==> config.mk <==
export PLATFORM = sky130hd
export DESIGN_NAME = sched_sequencer_flat
export DESIGN_NICKNAME = d
export VERILOG_FILES = /design/src/rtl/sched_pkg.sv /design/src/rtl/sched_sequencer_if.sv /design/src/rtl/sched_step_decode.sv /design/src/rtl/sched_sequencer.sv /design/src/flat_wrapper.sv
export SDC_FILE = /design/constraint.sdc
export NUM_CORES = 1
export LEC_CHECK = 0
export CORE_MARGIN = 2
export CORE_UTILIZATION = 60
export CTS_CLUSTER_SIZE = 14
export DETAILED_ROUTE_END_ITERATION = 8
export PLACE_DENSITY = 0.89
export SLEW_MARGIN = 20
export SYNTH_ARGS = -nofsm -noshare
export SYNTH_HDL_FRONTEND = slang
export SYNTH_SLANG_ARGS = --single-unit
==> constraint.sdc <==
create_clock -name clk -period 6.8 [get_ports clk]
set_input_delay 1.7 -clock clk [delete_from_list [all_inputs] [get_ports clk]]
set_output_delay 1.7 -clock clk [all_outputs]
set_load 0.01 [all_outputs]
==> src/rtl/sched_pkg.sv <==
// Shared definitions for the microcoded schedule sequencer: state encoding,
// table-word field layout and elaboration-time width helpers.
package sched_pkg;

    typedef logic [1:0] state_t;

    localparam state_t S_IDLE = 2'd0;
    localparam state_t S_RUN  = 2'd1;
    localparam state_t S_DONE = 2'd2;

    // Slot layout, LSB first: en, op, sel1, sel2, dst
    localparam int EN_OFF = 0;
    localparam int OP_OFF = 1;

    function automatic int sel1_off(int op_w);
        return 1 + op_w;
    endfunction

    function automatic int sel2_off(int op_w, int sel_w);
        return 1 + op_w + sel_w;
    endfunction

    function automatic int dst_off(int op_w, int sel_w);
        return 1 + op_w + 2 * sel_w;
    endfunction

    function automatic int fu_w(int op_w, int sel_w, int dst_w);
        return 1 + op_w + 2 * sel_w + dst_w;
    endfunction

    function automatic int word_w(int num_fu, int fu_width);
        return num_fu * fu_width + 2;
    endfunction

    function automatic int clog2(int n);
        int r;
        r = 0;
        while ((1 << r) < n) r++;
        return (r == 0) ? 1 : r;
    endfunction

endpackage

==> src/rtl/sched_sequencer_if.sv <==
// Handshake, configuration and datapath-control bundle between the
// controlling host (master) and the sequencer (slave).
interface sched_sequencer_if
    import sched_pkg::*;
#(
    parameter int NUM_STEPS = 16,
    parameter int NUM_FU    = 3,
    parameter int OP_W      = 2,
    parameter int SEL_W     = 4,
    parameter int NUM_REGS  = 10,
    parameter int DST_W     = 4
);
    localparam int STEP_W = clog2(NUM_STEPS);
    localparam int WORD_W = word_w(NUM_FU, fu_w(OP_W, SEL_W, DST_W));

    logic                      start;
    logic                      hold;
    logic                      abort;
    logic                      cfg_we;
    logic [STEP_W-1:0]         cfg_addr;
    logic [WORD_W-1:0]         cfg_wdata;
    logic                      op_ready;
    logic [NUM_FU*OP_W-1:0]    fu_op;
    logic [NUM_FU*SEL_W-1:0]   fu_sel1;
    logic [NUM_FU*SEL_W-1:0]   fu_sel2;
    logic [NUM_REGS-1:0]       reg_en;
    logic                      result_en;
    logic                      done;
    logic                      err_conflict;
    logic                      err_overrun;

    modport master (
        output start, hold, abort, cfg_we, cfg_addr, cfg_wdata,
        input  op_ready, fu_op, fu_sel1, fu_sel2, reg_en, result_en,
               done, err_conflict, err_overrun
    );

    modport slave (
        input  start, hold, abort, cfg_we, cfg_addr, cfg_wdata,
        output op_ready, fu_op, fu_sel1, fu_sel2, reg_en, result_en,
               done, err_conflict, err_overrun
    );

endinterface

==> src/rtl/sched_step_decode.sv <==
// Combinational decode of one table word into FU op/select fields,
// register write enables and a same-destination conflict flag.
module sched_step_decode
    import sched_pkg::*;
#(
    parameter int NUM_FU   = 3,
    parameter int OP_W     = 2,
    parameter int SEL_W    = 4,
    parameter int NUM_REGS = 10,
    parameter int DST_W    = 4
) (
    input  logic [NUM_FU*fu_w(OP_W, SEL_W, DST_W)-1:0] slots_i,
    input  logic                                       result_bit_i,
    input  logic                                       active_i,
    input  logic                                       en_allow_i,
    output logic [NUM_FU*OP_W-1:0]                     fu_op_o,
    output logic [NUM_FU*SEL_W-1:0]                    fu_sel1_o,
    output logic [NUM_FU*SEL_W-1:0]                    fu_sel2_o,
    output logic [NUM_REGS-1:0]                        reg_en_o,
    output logic                                       result_en_o,
    output logic                                       conflict_o
);
    localparam int FU_W     = fu_w(OP_W, SEL_W, DST_W);
    localparam int SEL1_OFF = sel1_off(OP_W);
    localparam int SEL2_OFF = sel2_off(OP_W, SEL_W);
    localparam int DST_OFF  = dst_off(OP_W, SEL_W);

    logic [FU_W-1:0]     slot;
    logic [DST_W-1:0]    dst;
    logic [NUM_REGS-1:0] claimed;

    // Destinations outside the register file are dropped silently
    always_comb begin
        fu_op_o    = '0;
        fu_sel1_o  = '0;
        fu_sel2_o  = '0;
        conflict_o = 1'b0;
        claimed    = '0;
        slot       = '0;
        dst        = '0;
        for (int f = 0; f < NUM_FU; f++) begin
            slot = slots_i[f*FU_W +: FU_W];
            if (active_i && slot[EN_OFF]) begin
                fu_op_o[f*OP_W +: OP_W]     = slot[OP_OFF +: OP_W];
                fu_sel1_o[f*SEL_W +: SEL_W] = slot[SEL1_OFF +: SEL_W];
                fu_sel2_o[f*SEL_W +: SEL_W] = slot[SEL2_OFF +: SEL_W];
                dst = slot[DST_OFF +: DST_W];
                if (int'(dst) < NUM_REGS) begin
                    if (claimed[dst]) conflict_o = 1'b1;
                    claimed[dst] = 1'b1;
                end
            end
        end
        reg_en_o    = en_allow_i ? claimed : '0;
        result_en_o = en_allow_i & result_bit_i;
    end

endmodule

==> src/rtl/sched_sequencer.sv <==
// Microcoded datapath sequencer: walks a writable step table from start to
// the last-flagged step, driving FU controls and register enables per step.
module sched_sequencer
    import sched_pkg::*;
#(
    parameter int NUM_STEPS = 16,
    parameter int NUM_FU    = 3,
    parameter int OP_W      = 2,
    parameter int SEL_W     = 4,
    parameter int NUM_REGS  = 10,
    parameter int DST_W     = 4
) (
    input logic               clk,
    input logic               rst,
    sched_sequencer_if.slave  bus
);
    localparam int FU_W    = fu_w(OP_W, SEL_W, DST_W);
    localparam int WORD_W  = word_w(NUM_FU, FU_W);
    localparam int STEP_W  = clog2(NUM_STEPS);
    localparam int SLOTS_W = NUM_FU * FU_W;

    state_t              state_q, state_d;
    logic [STEP_W-1:0]   step_q, step_d;
    logic                err_conflict_q, err_conflict_d;
    logic                err_overrun_q, err_overrun_d;
    logic [WORD_W-1:0]   table_q [NUM_STEPS];

    logic [WORD_W-1:0]         cur_word;
    logic                      run_active;
    logic                      conflict;
    logic                      cfg_write;
    logic [NUM_FU*OP_W-1:0]    fu_op;
    logic [NUM_FU*SEL_W-1:0]   fu_sel1;
    logic [NUM_FU*SEL_W-1:0]   fu_sel2;
    logic [NUM_REGS-1:0]       reg_en;
    logic                      result_en;

    assign cur_word   = table_q[step_q];
    assign run_active = (state_q == S_RUN);
    assign cfg_write  = bus.cfg_we && (state_q == S_IDLE);

    sched_step_decode #(
        .NUM_FU   (NUM_FU),
        .OP_W     (OP_W),
        .SEL_W    (SEL_W),
        .NUM_REGS (NUM_REGS),
        .DST_W    (DST_W)
    ) u_decode (
        .slots_i      (cur_word[SLOTS_W-1:0]),
        .result_bit_i (cur_word[SLOTS_W]),
        .active_i     (run_active),
        .en_allow_i   (run_active && !bus.hold && !bus.abort),
        .fu_op_o      (fu_op),
        .fu_sel1_o    (fu_sel1),
        .fu_sel2_o    (fu_sel2),
        .reg_en_o     (reg_en),
        .result_en_o  (result_en),
        .conflict_o   (conflict)
    );

    // abort outranks hold, and hold outranks both last and table overrun
    always_comb begin
        state_d        = state_q;
        step_d         = step_q;
        err_conflict_d = err_conflict_q;
        err_overrun_d  = err_overrun_q;
        case (state_q)
            S_IDLE: begin
                if (bus.start) begin
                    state_d        = S_RUN;
                    step_d         = '0;
                    err_conflict_d = 1'b0;
                    err_overrun_d  = 1'b0;
                end
            end
            S_RUN: begin
                if (bus.abort) begin
                    state_d = S_IDLE;
                    step_d  = '0;
                end else begin
                    if (conflict) err_conflict_d = 1'b1;
                    if (!bus.hold) begin
                        if (cur_word[WORD_W-1]) begin
                            state_d = S_DONE;
                        end else if (step_q == STEP_W'(NUM_STEPS-1)) begin
                            state_d       = S_DONE;
                            err_overrun_d = 1'b1;
                        end else begin
                            step_d = step_q + 1'b1;
                        end
                    end
                end
            end
            S_DONE: begin
                state_d = S_IDLE;
                step_d  = '0;
            end
            default: begin
                state_d = S_IDLE;
                step_d  = '0;
            end
        endcase
    end

    always_ff @(posedge clk) begin
        if (rst) begin
            state_q        <= S_IDLE;
            step_q         <= '0;
            err_conflict_q <= 1'b0;
            err_overrun_q  <= 1'b0;
            for (int i = 0; i < NUM_STEPS; i++) table_q[i] <= '0;
        end else begin
            state_q        <= state_d;
            step_q         <= step_d;
            err_conflict_q <= err_conflict_d;
            err_overrun_q  <= err_overrun_d;
            if (cfg_write) table_q[bus.cfg_addr] <= bus.cfg_wdata;
        end
    end

    assign bus.op_ready     = (state_q == S_IDLE);
    assign bus.done         = (state_q == S_DONE);
    assign bus.err_conflict = err_conflict_q;
    assign bus.err_overrun  = err_overrun_q;
    assign bus.fu_op        = fu_op;
    assign bus.fu_sel1      = fu_sel1;
    assign bus.fu_sel2      = fu_sel2;
    assign bus.reg_en       = reg_en;
    assign bus.result_en    = result_en;

endmodule

==> src/flat_wrapper.sv <==
// flat-port wrapper written by rule: the top's interface ports become plain ports
module sched_sequencer_flat import sched_pkg::*;
#(
    parameter int NUM_STEPS = 16,
    parameter int NUM_FU    = 3,
    parameter int OP_W      = 2,
    parameter int SEL_W     = 4,
    parameter int NUM_REGS  = 10,
    parameter int DST_W     = 4
)
  (clk, rst, bus_start, bus_hold, bus_abort, bus_cfg_we, bus_cfg_addr, bus_cfg_wdata, bus_op_ready, bus_fu_op, bus_fu_sel1, bus_fu_sel2, bus_reg_en, bus_result_en, bus_done, bus_err_conflict, bus_err_overrun);
  sched_sequencer_if #(.NUM_STEPS(NUM_STEPS), .NUM_FU(NUM_FU), .OP_W(OP_W), .SEL_W(SEL_W), .NUM_REGS(NUM_REGS), .DST_W(DST_W)) bus_i ();
  input logic clk;
  input logic rst;
  input wire logic [$bits(bus_i.start)-1:0] bus_start;
  input wire logic [$bits(bus_i.hold)-1:0] bus_hold;
  input wire logic [$bits(bus_i.abort)-1:0] bus_abort;
  input wire logic [$bits(bus_i.cfg_we)-1:0] bus_cfg_we;
  input wire logic [$bits(bus_i.cfg_addr)-1:0] bus_cfg_addr;
  input wire logic [$bits(bus_i.cfg_wdata)-1:0] bus_cfg_wdata;
  output wire logic [$bits(bus_i.op_ready)-1:0] bus_op_ready;
  output wire logic [$bits(bus_i.fu_op)-1:0] bus_fu_op;
  output wire logic [$bits(bus_i.fu_sel1)-1:0] bus_fu_sel1;
  output wire logic [$bits(bus_i.fu_sel2)-1:0] bus_fu_sel2;
  output wire logic [$bits(bus_i.reg_en)-1:0] bus_reg_en;
  output wire logic [$bits(bus_i.result_en)-1:0] bus_result_en;
  output wire logic [$bits(bus_i.done)-1:0] bus_done;
  output wire logic [$bits(bus_i.err_conflict)-1:0] bus_err_conflict;
  output wire logic [$bits(bus_i.err_overrun)-1:0] bus_err_overrun;
  assign bus_i.start = bus_start;
  assign bus_i.hold = bus_hold;
  assign bus_i.abort = bus_abort;
  assign bus_i.cfg_we = bus_cfg_we;
  assign bus_i.cfg_addr = bus_cfg_addr;
  assign bus_i.cfg_wdata = bus_cfg_wdata;
  assign bus_op_ready = bus_i.op_ready;
  assign bus_fu_op = bus_i.fu_op;
  assign bus_fu_sel1 = bus_i.fu_sel1;
  assign bus_fu_sel2 = bus_i.fu_sel2;
  assign bus_reg_en = bus_i.reg_en;
  assign bus_result_en = bus_i.result_en;
  assign bus_done = bus_i.done;
  assign bus_err_conflict = bus_i.err_conflict;
  assign bus_err_overrun = bus_i.err_overrun;
  sched_sequencer #(.NUM_STEPS(NUM_STEPS), .NUM_FU(NUM_FU), .OP_W(OP_W), .SEL_W(SEL_W), .NUM_REGS(NUM_REGS), .DST_W(DST_W)) u_core (.clk(clk), .rst(rst), .bus(bus_i));
endmodule
==> results.sh, run 1 <==
export IMPL_status="complete, no violations"
export IMPL_fin_nets=2271
export IMPL_p_total_mw=10.04
export IMPL_nFillCells=3436
export IMPL_synthFlopType="edfxtp_1"
export IMPL_grt_pass1_wl_mm=136.4
export IMPL_die_x_um=245.1
export IMPL_antenna_found_initial=8
export IMPL_synth_cells=2173
export IMPL_cts_buffers=75
export IMPL_wl_mm=93.62
export IMPL_drc=0
export IMPL_layout_common_cells="759 x and2_1, 752 x edfxtp_1, 221 x mux4_2, 101 x clkdlybuf4s50_1, 77 x clkbuf_16"
export IMPL_ant_nets=0
export IMPL_grtUsageTotal_pct=31.64
export IMPL_synth_edf_count=752
export IMPL_clkSinkCount=764
export IMPL_power_leakage_nw=13.53
export IMPL_path_cells="mux4_2 > a22oi_1 > nand2_1 > nor3b_1 > nand3_1 > a31oi_1 > clkdlybuf4s50_1"
export IMPL_die_y_um=245.1
export IMPL_clkSlewWorstSetupHoldPaths_ns=0.06
export IMPL_p_sw_mw=2.138
export IMPL_cp_arrival_ns=4.49
export IMPL_die_area_um2=60080
export IMPL_tightest_slew_ns=0.9758
export IMPL_avgSynthCellArea_um2=16.05
export IMPL_place_gp_congestion=0.8594
export IMPL_overflow=0
export IMPL_drive_gt1_share_pct=18.43
export IMPL_p_comb_share_pct=5.3
export IMPL_synthesis_area_um2=34880
export IMPL_endpoint="bus_reg_en[8]"
export IMPL_min_period_ns=6.194
export IMPL_layout_commonest_cell="and2_1"
export IMPL_skew_ns=0.02511
export IMPL_fin_setup_tns_ns=0
export IMPL_final_setup_viol_count=0
export IMPL_yosysSeqAreaShare_pct=65.43
export IMPL_path_class="flip-flop to output pin"
export IMPL_area_growth_pct=11.89
export IMPL_seqPwrFrac_pct=54.1
export IMPL_cts_resized=0
export IMPL_start_util_pct=60.57
export IMPL_viasPerCell=6.803
export IMPL_cp_start_kind="flip-flop"
export IMPL_io_pins=102
export IMPL_cts_tree="done"
export IMPL_clk_latency_ns=0.62
export IMPL_synth_cell_types=58
export IMPL_postCtsSetupBuffers=0
export IMPL_grt_max_degree=57
export IMPL_place_hpwl_mm=48.46
export IMPL_vias=20670
export IMPL_r2r_slack_ns=3.16
export IMPL_cpPeakStageDelay_ns=0.95
export IMPL_htree_levels=3
export IMPL_slew_viol_final=0
export IMPL_r2r_cells=8
export IMPL_endpoint_kind="output pin"
export IMPL_fmax_ghz=0.1614
export IMPL_rr_endpoint="u_core.bus.err_conflict"
export IMPL_clock_root_buffer="clkbuf_16"
export IMPL_coreArea_um2=57590
export IMPL_ys_seq_elements=764
export IMPL_final_period_utilization_pct=91.09
export IMPL_hold_viol_final=0
export IMPL_hold_start="u_core.bus.err_overrun"
export IMPL_async_reset_ff_share_pct=0
export IMPL_synth_nets=2231
export IMPL_port_buffers=101
export IMPL_dr_pass1_iters=8
export IMPL_clk_path_buf_depth=3
export IMPL_internal_power_mw=7.898
export IMPL_worstPathRequired_ns=5.10
export IMPL_relSlewSlack_pct=34.95
export IMPL_num_rows=88
export IMPL_worstPathMaxFanout=47
export IMPL_routedWlPerCell_um=30.82
export IMPL_p_per_area_nw_per_um2=257.1
export IMPL_clkPwrFrac_pct=40.6
export IMPL_grt_pass1_vias=21520
export IMPL_drv_cap=0
export IMPL_hold_class="flip-flop to flip-flop"
export IMPL_drtIter0Drc=3141
export IMPL_p_sw_share_pct=21.30
export IMPL_hold_buffers=0
export IMPL_ir_worst_vdd_v=0.0001732
export IMPL_rsz0062_at_grt="false"
export IMPL_yosys_warnings=0
export IMPL_crit_slowest_cell="dfxtp_4"
[synth_stat cells (4+ instances only)]
library cell	n	area, um^2
clkbuf_1	157	589.3
nand3_1	9	45.04
a21oi_1	17	85.08
nand2_1	31	116.4
buf_2	13	65.06
nor3_1	7	35.03
buf_1	9	33.78
a22oi_1	13	97.59
nor2_1	30	112.6
mux2i_1	4	40.04
nand2b_1	7	43.79
and2_1	759	4748
a31oi_1	7	43.79
mux4_2	221	4977
o21ai_0	4	20.02
inv_1	5	18.77
dfxtp_1	12	240.2
buf_6	4	45.04
a211oi_1	4	30.03
nor2b_1	17	106.4
and3_1	20	125.1
edfxtp_1	752	22580
or2_2	16	100.1
[metal layers]
metal | global-route usage (%) | vias to the layer above | share of wire, %
li1 | - | 8118 | -
met1 | 41.02 | 10400 | 33
met2 | 51.13 | 1756 | 49
met3 | 5.718 | 382 | 12
met4 | 17.65 | 8 | 5.1
met5 | 0 | - | 0.058
[cell type report]
| cell class | count | area (um^2) | area share [%] |
|---|---|---|---|
| multi-input combinational | 1214 | 11320 | 29.01 |
| antenna | 5 | 12.51 | 0.03206 |
| tap | 765 | 957.2 | 2.453 |
| clock buffer | 95 | 1994 | 5.110 |
| clock inverter | 37 | 350.3 | 0.8977 |
| timing repair buffer | 153 | 1539 | 3.943 |
| inverter | 5 | 18.77 | 0.04809 |
| sequential | 764 | 22830 | 58.51 |
[worst min path at each step]
stage	cells after the start	to
3_3_place_gp	2	u_core.bus.err_overrun
5_1_grt	2	flip-flop
6_report	2	u_core.bus.err_overrun
4_1_cts	2	u_core.bus.err_overrun
2_1_floorplan	1	flip-flop
3_5_place_dp	2	u_core.bus.err_overrun
[sequential cells by signal, summed over array words and instances (netlist names), named ones only]
signal	flops
u_core.table_q	752
u_core.bus.err_overrun	1
u_core.step_q	4
u_core.state_q	2
u_core.bus.err_conflict	1
[stage by stage]
| step | instances | cell area (um^2) | setup WS, ns | utilization, % | hold slack (ns) |
|---|---|---|---|---|---|
| 4_1_cts | 3033 | 39010 | 0.6269 | 67.75 | 0.5200 |
| 6_report | 3038 | 39030 | 0.6060 | 67.77 | 0.5197 |
| 3_5_place_dp | 2901 | 36670 | 1.337 | 63.68 | 0.5114 |
| 2_1_floorplan | 2173 | 34880 | 2.473 | - | 0.4798 |
| 5_1_grt | 3038 | 39030 | 0.3398 | 67.77 | 0.5518 |
| 3_3_place_gp | 2901 | 36670 | 1.370 | 63.68 | 0.4963 |
[power groups by stage]
stage	registers (mW)	logic, mW	clock network, mW
6_report	5.43	0.527	4.08
5_1_grt	5.44	0.544	4.25
4_1_cts	5.43	0.519	4.08
3_5_place_dp	5.53	0.513	0
3_3_place_gp	5.50	0.496	0
2_1_floorplan	5.49	0.291	0
[worst max-delay path: cells and delay by family (launching register included)]
kind	cells	cell delay [ns]
multiplexers	1	0.64
AND/OR/NAND/NOR	3	0.91
buffers and inverters	1	0.56
flip-flops	1	0.95
AO/OA/AOI/OAI	2	0.76
[cell families after synthesis]
group	share of synthesized area, %
multiplexers	14.64
adder cells (fa/ha/maj)	0.03587
AO/OA/AOI/OAI	1.141
buffers and inverters	2.436
AND/OR/NAND/NOR	16.19
flip-flops	65.43
XOR/XNOR	0.1256
Note: power is estimated with default switching activity, not from simulation.
==> inputs of run 2 (changes only) <==
--- a/config.mk
+++ b/config.mk
@@ -10,6 +10,7 @@
 export CTS_CLUSTER_SIZE = 14
 export DETAILED_ROUTE_END_ITERATION = 8
 export PLACE_DENSITY = 0.89
+export SKIP_CTS_REPAIR_TIMING = 1
 export SLEW_MARGIN = 20
 export SYNTH_ARGS = -nofsm -noshare
 export SYNTH_HDL_FRONTEND = slang
==> results of run 2 <==
No change in the layout: final DEF, timing and power equal those of run 1.
==> RTL change 1: new RTL, settings of run 2 <==
Change the package constant `EN_OFF` from 0 to 1.
--- a/src/rtl/sched_pkg.sv
+++ b/src/rtl/sched_pkg.sv
@@ -9,7 +9,7 @@
     localparam state_t S_DONE = 2'd2;
 
     // Slot layout, LSB first: en, op, sel1, sel2, dst
-    localparam int EN_OFF = 0;
+    localparam int EN_OFF = 1;
     localparam int OP_OFF = 1;
 
     function automatic int sel1_off(int op_w);
Formal check against the unedited RTL: not equivalent (a bounded check fails within 4 cycles, from zero or initial values and one cycle with rst high).
==> RTL change 1 against run 2 <==
Sequential power is 6.3% lower. Combinational power is 4.2% lower. Non-clock buffer count is 1 higher. Wire length is 7.9% lower. Maximum frequency is 2.7% lower. Worst setup slack worse by 170 ps. Worst hold slack better by 7.8 ps. Register-to-register slack worse by 120 ps. Synthesized cell count is 3.5% lower. Design area is 5.4% lower. Synthesized area is 5.3% lower. Power is 7.0% lower. Sequential cell count is 48 lower. Critical endpoint is now bus_reg_en[2].
==> RTL change 1: results (changes against run 2) <==
Status
  • Outcome: completed

Global routing
  • M3 GR Usage: 0.0620 (+0.00483)
  • Total GRT Usage: 0.309 (-0.00769)
  • First-pass GRT wire length: 127 mm (-7.1%)
  • Met2 Use GR: 0.494 (-0.0176)
  • Initial antenna violation count: 6 (-2)
  • Met1 Use GR: 0.418 (+0.00756)
  • Largest net degree at the start of global routing: 62 (+8.8%)

Route
  • 1st-pass router iterations: 5 (-3)
  • DR WL/cell: 29.8 um (-3.4%)
  • Initial DRC Count: 2981 (-5.1%)
  • Top layer in use: met5
  • Met3 routed WL: 10.7 mm (-4.4%)
  • Metal-1 WL: 30.3 mm (-3.5%)
  • Via count: 19600 (-5.0%)
  • Wire length on met2: 41.7 mm (-9.9%)

Logic synthesis
  • Mux contribution to synthesized area: 0.143 (-0.00294)
  • Synth Area in Compound Gates: 0.0206 (+0.00924)
  • Async S/R FF share, synth: 0 (unchanged)
  • Number of synthesized flops with an enable pin: 704 (-6.4%)
  • Synthesized-area fraction occupied by xor and xnor cells: 0.00133 (+0.0000702)
  • Synth area leaders: edfxtp_1 (64%), and2_1 (13%), mux4_2 (12%)
  • Synthesized Nets: 2154 (-3.5%)
  • Count of different cell masters after synthesis: 73 (+26%)
  • Sequential area share after synthesis: 0.647 (-0.00703)
  • Post-Synth Adder-Cell Area: 0.000379 (+0.0000201)
  • Most instantiated cells after synthesis: and2_1 (707), edfxtp_1 (704), mux4_2 (177)
  • Synth Flop Type: edfxtp_1
  • Synth Warn #: 0 (unchanged)

Hold path
  • WHS Path Cells: 2 (unchanged)
  • Worst Hold End: u_core.bus.err_overrun
  • HP Class: reg2reg
  • Hold Crit Start: u_core.bus.err_overrun

Place
  • GP Congestion: 0.872 (+1.5%)
  • # port buffers: 98 (-3.0%)
  • Detail Placement HPWL: 45.0 mm (-7.2%)

Worst setup path
  • Worst r2r path cells: 8 (unchanged)
  • Flop-to-flop setup slack: 3040 ps (-120 ps)
  • Crit Reg-Reg Endpoint: u_core.bus.err_conflict
  • Critical path's slowest cell: dfxtp_4
  • CP Max Fanout: 47 (unchanged)
  • CP arrival: 4660 ps (+170 ps)
  • Worst path top cell family by delay: multiplexers
  • Crit-path max cell delay: about 960 ps

Cells and area
  • Largest regs: u_core.table_q: 704 flops, u_core.step_q: 4 flops, u_core.state_q: 2 flops
  • Layout fillers: 3161 (-8.0%)
  • Layout cells sized above 1: 0.174 (-0.0107)
  • Fin nets: 2209 (-2.7%)

Clocking
  • CTS H-tree lvls: 3 (unchanged)
  • Total CTS buffers: 70 (-6.7%)
  • Worst-Skew Late Latency: 620 ps (about the same)
  • Clock-pin slew on the worst setup and hold paths: 60 ps (about the same)
  • CTS root buffer: clkbuf_16
  • Clock buffer depth: 3 (unchanged)

Power
  • Peak supply drop: 0.000171 V (-1.0%)
  • Leak: 12.8 nW (-5.1%)

Timing
  • Skew final: 18.9 ps (-6.21 ps)
  • Worst Tran Pin Value: 995 ps (+18.8 ps)
  • Setup Viol. Count Final: 0 (unchanged)
## RTL change 1: how the worst max path moves through the flow
stage | from | to | slack [ps]
floorplan | flop | bus_fu_op[5] | 2380
global placement | bus_abort | bus_result_en | 1080
detailed placement | bus_abort | bus_result_en | 1130
CTS | flop | bus_reg_en[2] | 460
global route | flop | bus_reg_en[4] | 280
finish | flop | bus_reg_en[2] | 440
## RTL change 1: stage by stage
stage          cell area [um2]  worst slack [ps]  hold WS (ps)  cells
2_1_floorplan            33000              2380           480   2096
3_3_place_gp             34700              1080           491   2775
3_5_place_dp             34700              1130           521   2775
4_1_cts                  36900               457           529   2897
5_1_grt                  36900               278           542   2898
6_report                 36900               436           527   2898
## RTL change 1: where the power goes
group	switching, mW	total, mW	internal (mW)
Clock	1.63	3.74	2.11
Combinational	0.316	0.505	0.190
Sequential	0.0622	5.09	5.03
## RTL change 1: logic make-up (layout without fill, tap and decap cells)
family,Yosys count,count (layout)
AND/OR/NAND/NOR,881,881
flip-flops,716,716
multiplexers,229,229
buffers and inverters,181,286
AO/OA/AOI/OAI,83,83
XOR/XNOR,5,5
adder cells (fa/ha/maj),1,1
other,0,1
## RTL change 1: final cells by class
class	instances	area [um2]	share of cell area
Clock inverter	38	294	0.00797
Timing Repair Buffer	154	1500	0.0407
Tap cell	696	871	0.0236
Multi-Input combinational cell	1199	10900	0.297
Antenna cell	1	2.50	0.0000678
Clock buffer	84	1870	0.0506
Sequential cell	716	21400	0.580
Inverter	10	37.5	0.00102
## RTL change 1: worst reg2reg max path, cell delays in order (launching register included)
cell,delay [ps]
dfxtp_4,960
buf_12,480
mux4_2,690
a22oi_1,340
nand4_1,230
o32ai_1,470
o22ai_1,140
nand4b_1,210
a31oi_1,180
==> RTL change 2: new RTL, settings of run 2 <==
Without the edit above. `SEL_W` is set to 4 in 4 places; all go to 3.
--- a/src/rtl/sched_sequencer_if.sv
+++ b/src/rtl/sched_sequencer_if.sv
@@ -6,7 +6,7 @@
     parameter int NUM_STEPS = 16,
     parameter int NUM_FU    = 3,
     parameter int OP_W      = 2,
-    parameter int SEL_W     = 4,
+    parameter int SEL_W     = 3,
     parameter int NUM_REGS  = 10,
     parameter int DST_W     = 4
 );
--- a/src/rtl/sched_step_decode.sv
+++ b/src/rtl/sched_step_decode.sv
@@ -5,7 +5,7 @@
 #(
     parameter int NUM_FU   = 3,
     parameter int OP_W     = 2,
-    parameter int SEL_W    = 4,
+    parameter int SEL_W    = 3,
     parameter int NUM_REGS = 10,
     parameter int DST_W    = 4
 ) (
--- a/src/rtl/sched_sequencer.sv
+++ b/src/rtl/sched_sequencer.sv
@@ -6,7 +6,7 @@
     parameter int NUM_STEPS = 16,
     parameter int NUM_FU    = 3,
     parameter int OP_W      = 2,
-    parameter int SEL_W     = 4,
+    parameter int SEL_W     = 3,
     parameter int NUM_REGS  = 10,
     parameter int DST_W     = 4
 ) (
--- a/src/flat_wrapper.sv
+++ b/src/flat_wrapper.sv
@@ -4,7 +4,7 @@
     parameter int NUM_STEPS = 16,
     parameter int NUM_FU    = 3,
     parameter int OP_W      = 2,
-    parameter int SEL_W     = 4,
+    parameter int SEL_W     = 3,
     parameter int NUM_REGS  = 10,
     parameter int DST_W     = 4
 )
Ports: changed (resized bus_cfg_wdata, bus_fu_sel1 and bus_fu_sel2); port bits go from 102 to 90. No check against the original RTL was run, so the function may have changed too.
==> RTL change 2 against run 2 <==
Design area down 12%. Worst setup slack worse by 14 ps. Largest power group unchanged. Wire length fell by 12%. Register-to-register slack got worse by 190 ps. Critical path type unchanged. Power is 14% lower. Sequential power shrank 13%. Synthesized area down 12%. Sequential cell count is 96 lower. Final cell count shrank 11%.
==> RTL change 2: results (changes against run 2) <==
Clocking
  • Worst-Skew Late Latency: 600 ps (-20 ps)
  • Total CTS buffers: 66 (-12%)
  • Clock buffer depth: 3 (unchanged)

Worst setup path
  • Crit-path max cell delay: 860 ps (-90 ps)
  • CP arrival: 4510 ps (+20 ps)
  • Worst path top cell family by delay: multiplexers
  • CP Max Fanout: 39 (-17%)

Power
  • Peak supply drop: 0.000199 V (+15%)
  • Leak: 11.9 nW (-12%)

Cells and area
  • Layout cells sized above 1: 0.183 (-0.00168)
  • Largest regs: u_core.table_q: 656 flops, u_core.step_q: 4 flops, u_core.state_q: 2 flops

Global routing
  • Largest net degree at the start of global routing: 42 (-26%)
  • First-pass GRT wire length: 120 mm (-12%)
  • Total GRT Usage: 0.316 (-0.000330)
  • Vias in the first global route: 18700 (-13%)

Logic synthesis
  • Mux contribution to synthesized area: 0.146 (about the same)
  • Number of synthesized flops with an enable pin: 656 (-13%)
  • Most instantiated cells after synthesis: and2_1 (666), edfxtp_1 (656), mux4_2 (191)
  • Synth Area in Compound Gates: 0.0149 (+0.00345)
  • Synthesized-area fraction occupied by xor and xnor cells: 0.00115 (-0.000110)
  • Synthesized Nets: 1977 (-11%)
  • Async S/R FF share, synth: 0 (unchanged)
  • Synth area leaders: edfxtp_1 (64%), mux4_2 (14%), and2_1 (14%)
  • Synth Warn #: 0 (unchanged)
  • Post-Synth Adder-Cell Area: 0.000409 (+0.0000505)
  • Count of different cell masters after synthesis: 55 (-5.2%)
  • Sequential area share after synthesis: 0.652 (-0.00210)

Place
  • Post-DP Area: 0.0323 mm2 (-12%)
  • GP Congestion: 0.953 (+11%)
  • # port buffers: 89 (-12%)
  • Placement Setup Slack: 1250 ps (-90.2 ps)
  • Detail Placement HPWL: 43.6 mm (-10%)

Status
  • Outcome: completed

Route
  • Metal-1 WL: 28.0 mm (-11%)
  • Vias per inst: 6.72 (-1.2%)
  • Wire length on met2: 39.4 mm (-15%)
  • Met3 routed WL: 11.8 mm (+5.8%)
  • Post-detailed-routing wire length: 82.4 mm (-12%)
  • 1st-pass router iterations: 6 (-2)
  • Initial DRC Count: 2858 (-9.0%)

Timing
  • Skew final: 20.5 ps (-4.64 ps)
  • Max-slew headroom: 0.238 (-0.112)
==> RTL change 2: worst paths after layout <==
path / cells after the start / end / slack, ps
worst min-delay path: 2 / u_core.bus.err_overrun / 500
worst max-delay path: 8 / bus_reg_en[8] / 590
worst min register to register: 2 / u_core.bus.err_overrun / 500
worst max register to register: 7 / flop / 2970
==> RTL change 2: layout make-up <==
| class | count | area (um2) |
|---|---|---|
| clock inverters | 31 | 189 |
| repair buffers | 149 | 1440 |
| well taps | 672 | 841 |
| fillers | 3168 | 16000 |
| diodes | 1 | 2.50 |
| clock buffers | 81 | 1770 |
| inverters | 8 | 30.0 |
| multi-input cells | 1089 | 10000 |
| flip-flops and latches | 668 | 20000 |
==> RTL change 2: kinds of logic (layout without fill, tap and decap cells) <==
family	count (synthesis)	count (layout)
AO/OA/AOI/OAI	65	65
XOR/XNOR	4	4
adder cells (fa/ha/maj)	1	1
buffers and inverters	168	269
flip-flops	668	668
multiplexers	207	207
other	0	1
AND/OR/NAND/NOR	812	812
==> RTL change 2: layer usage <==
metal  vias up  global-route usage
met2      1500               0.500
met5         -                   0
met4         8               0.122
met1      9132               0.430
li1       7255                   -
met3       245              0.0786
==> RTL change 2: where the power goes <==
group	switching, mW	internal [mW]
Sequential	0.0559	4.69
Clock	1.49	1.92
Combinational	0.299	0.177
Total	1.84	6.78
==> RTL change 2: per-stage QoR <==
step | hold WS, ps | total power, mW | cells
2_1_floorplan | 480 | 5.06 | 1925
3_3_place_gp | 493 | 5.26 | 2586
3_5_place_dp | 515 | 5.29 | 2586
4_1_cts | 502 | 8.62 | 2698
5_1_grt | 515 | 8.81 | 2699
6_report | 505 | 8.62 | 2699
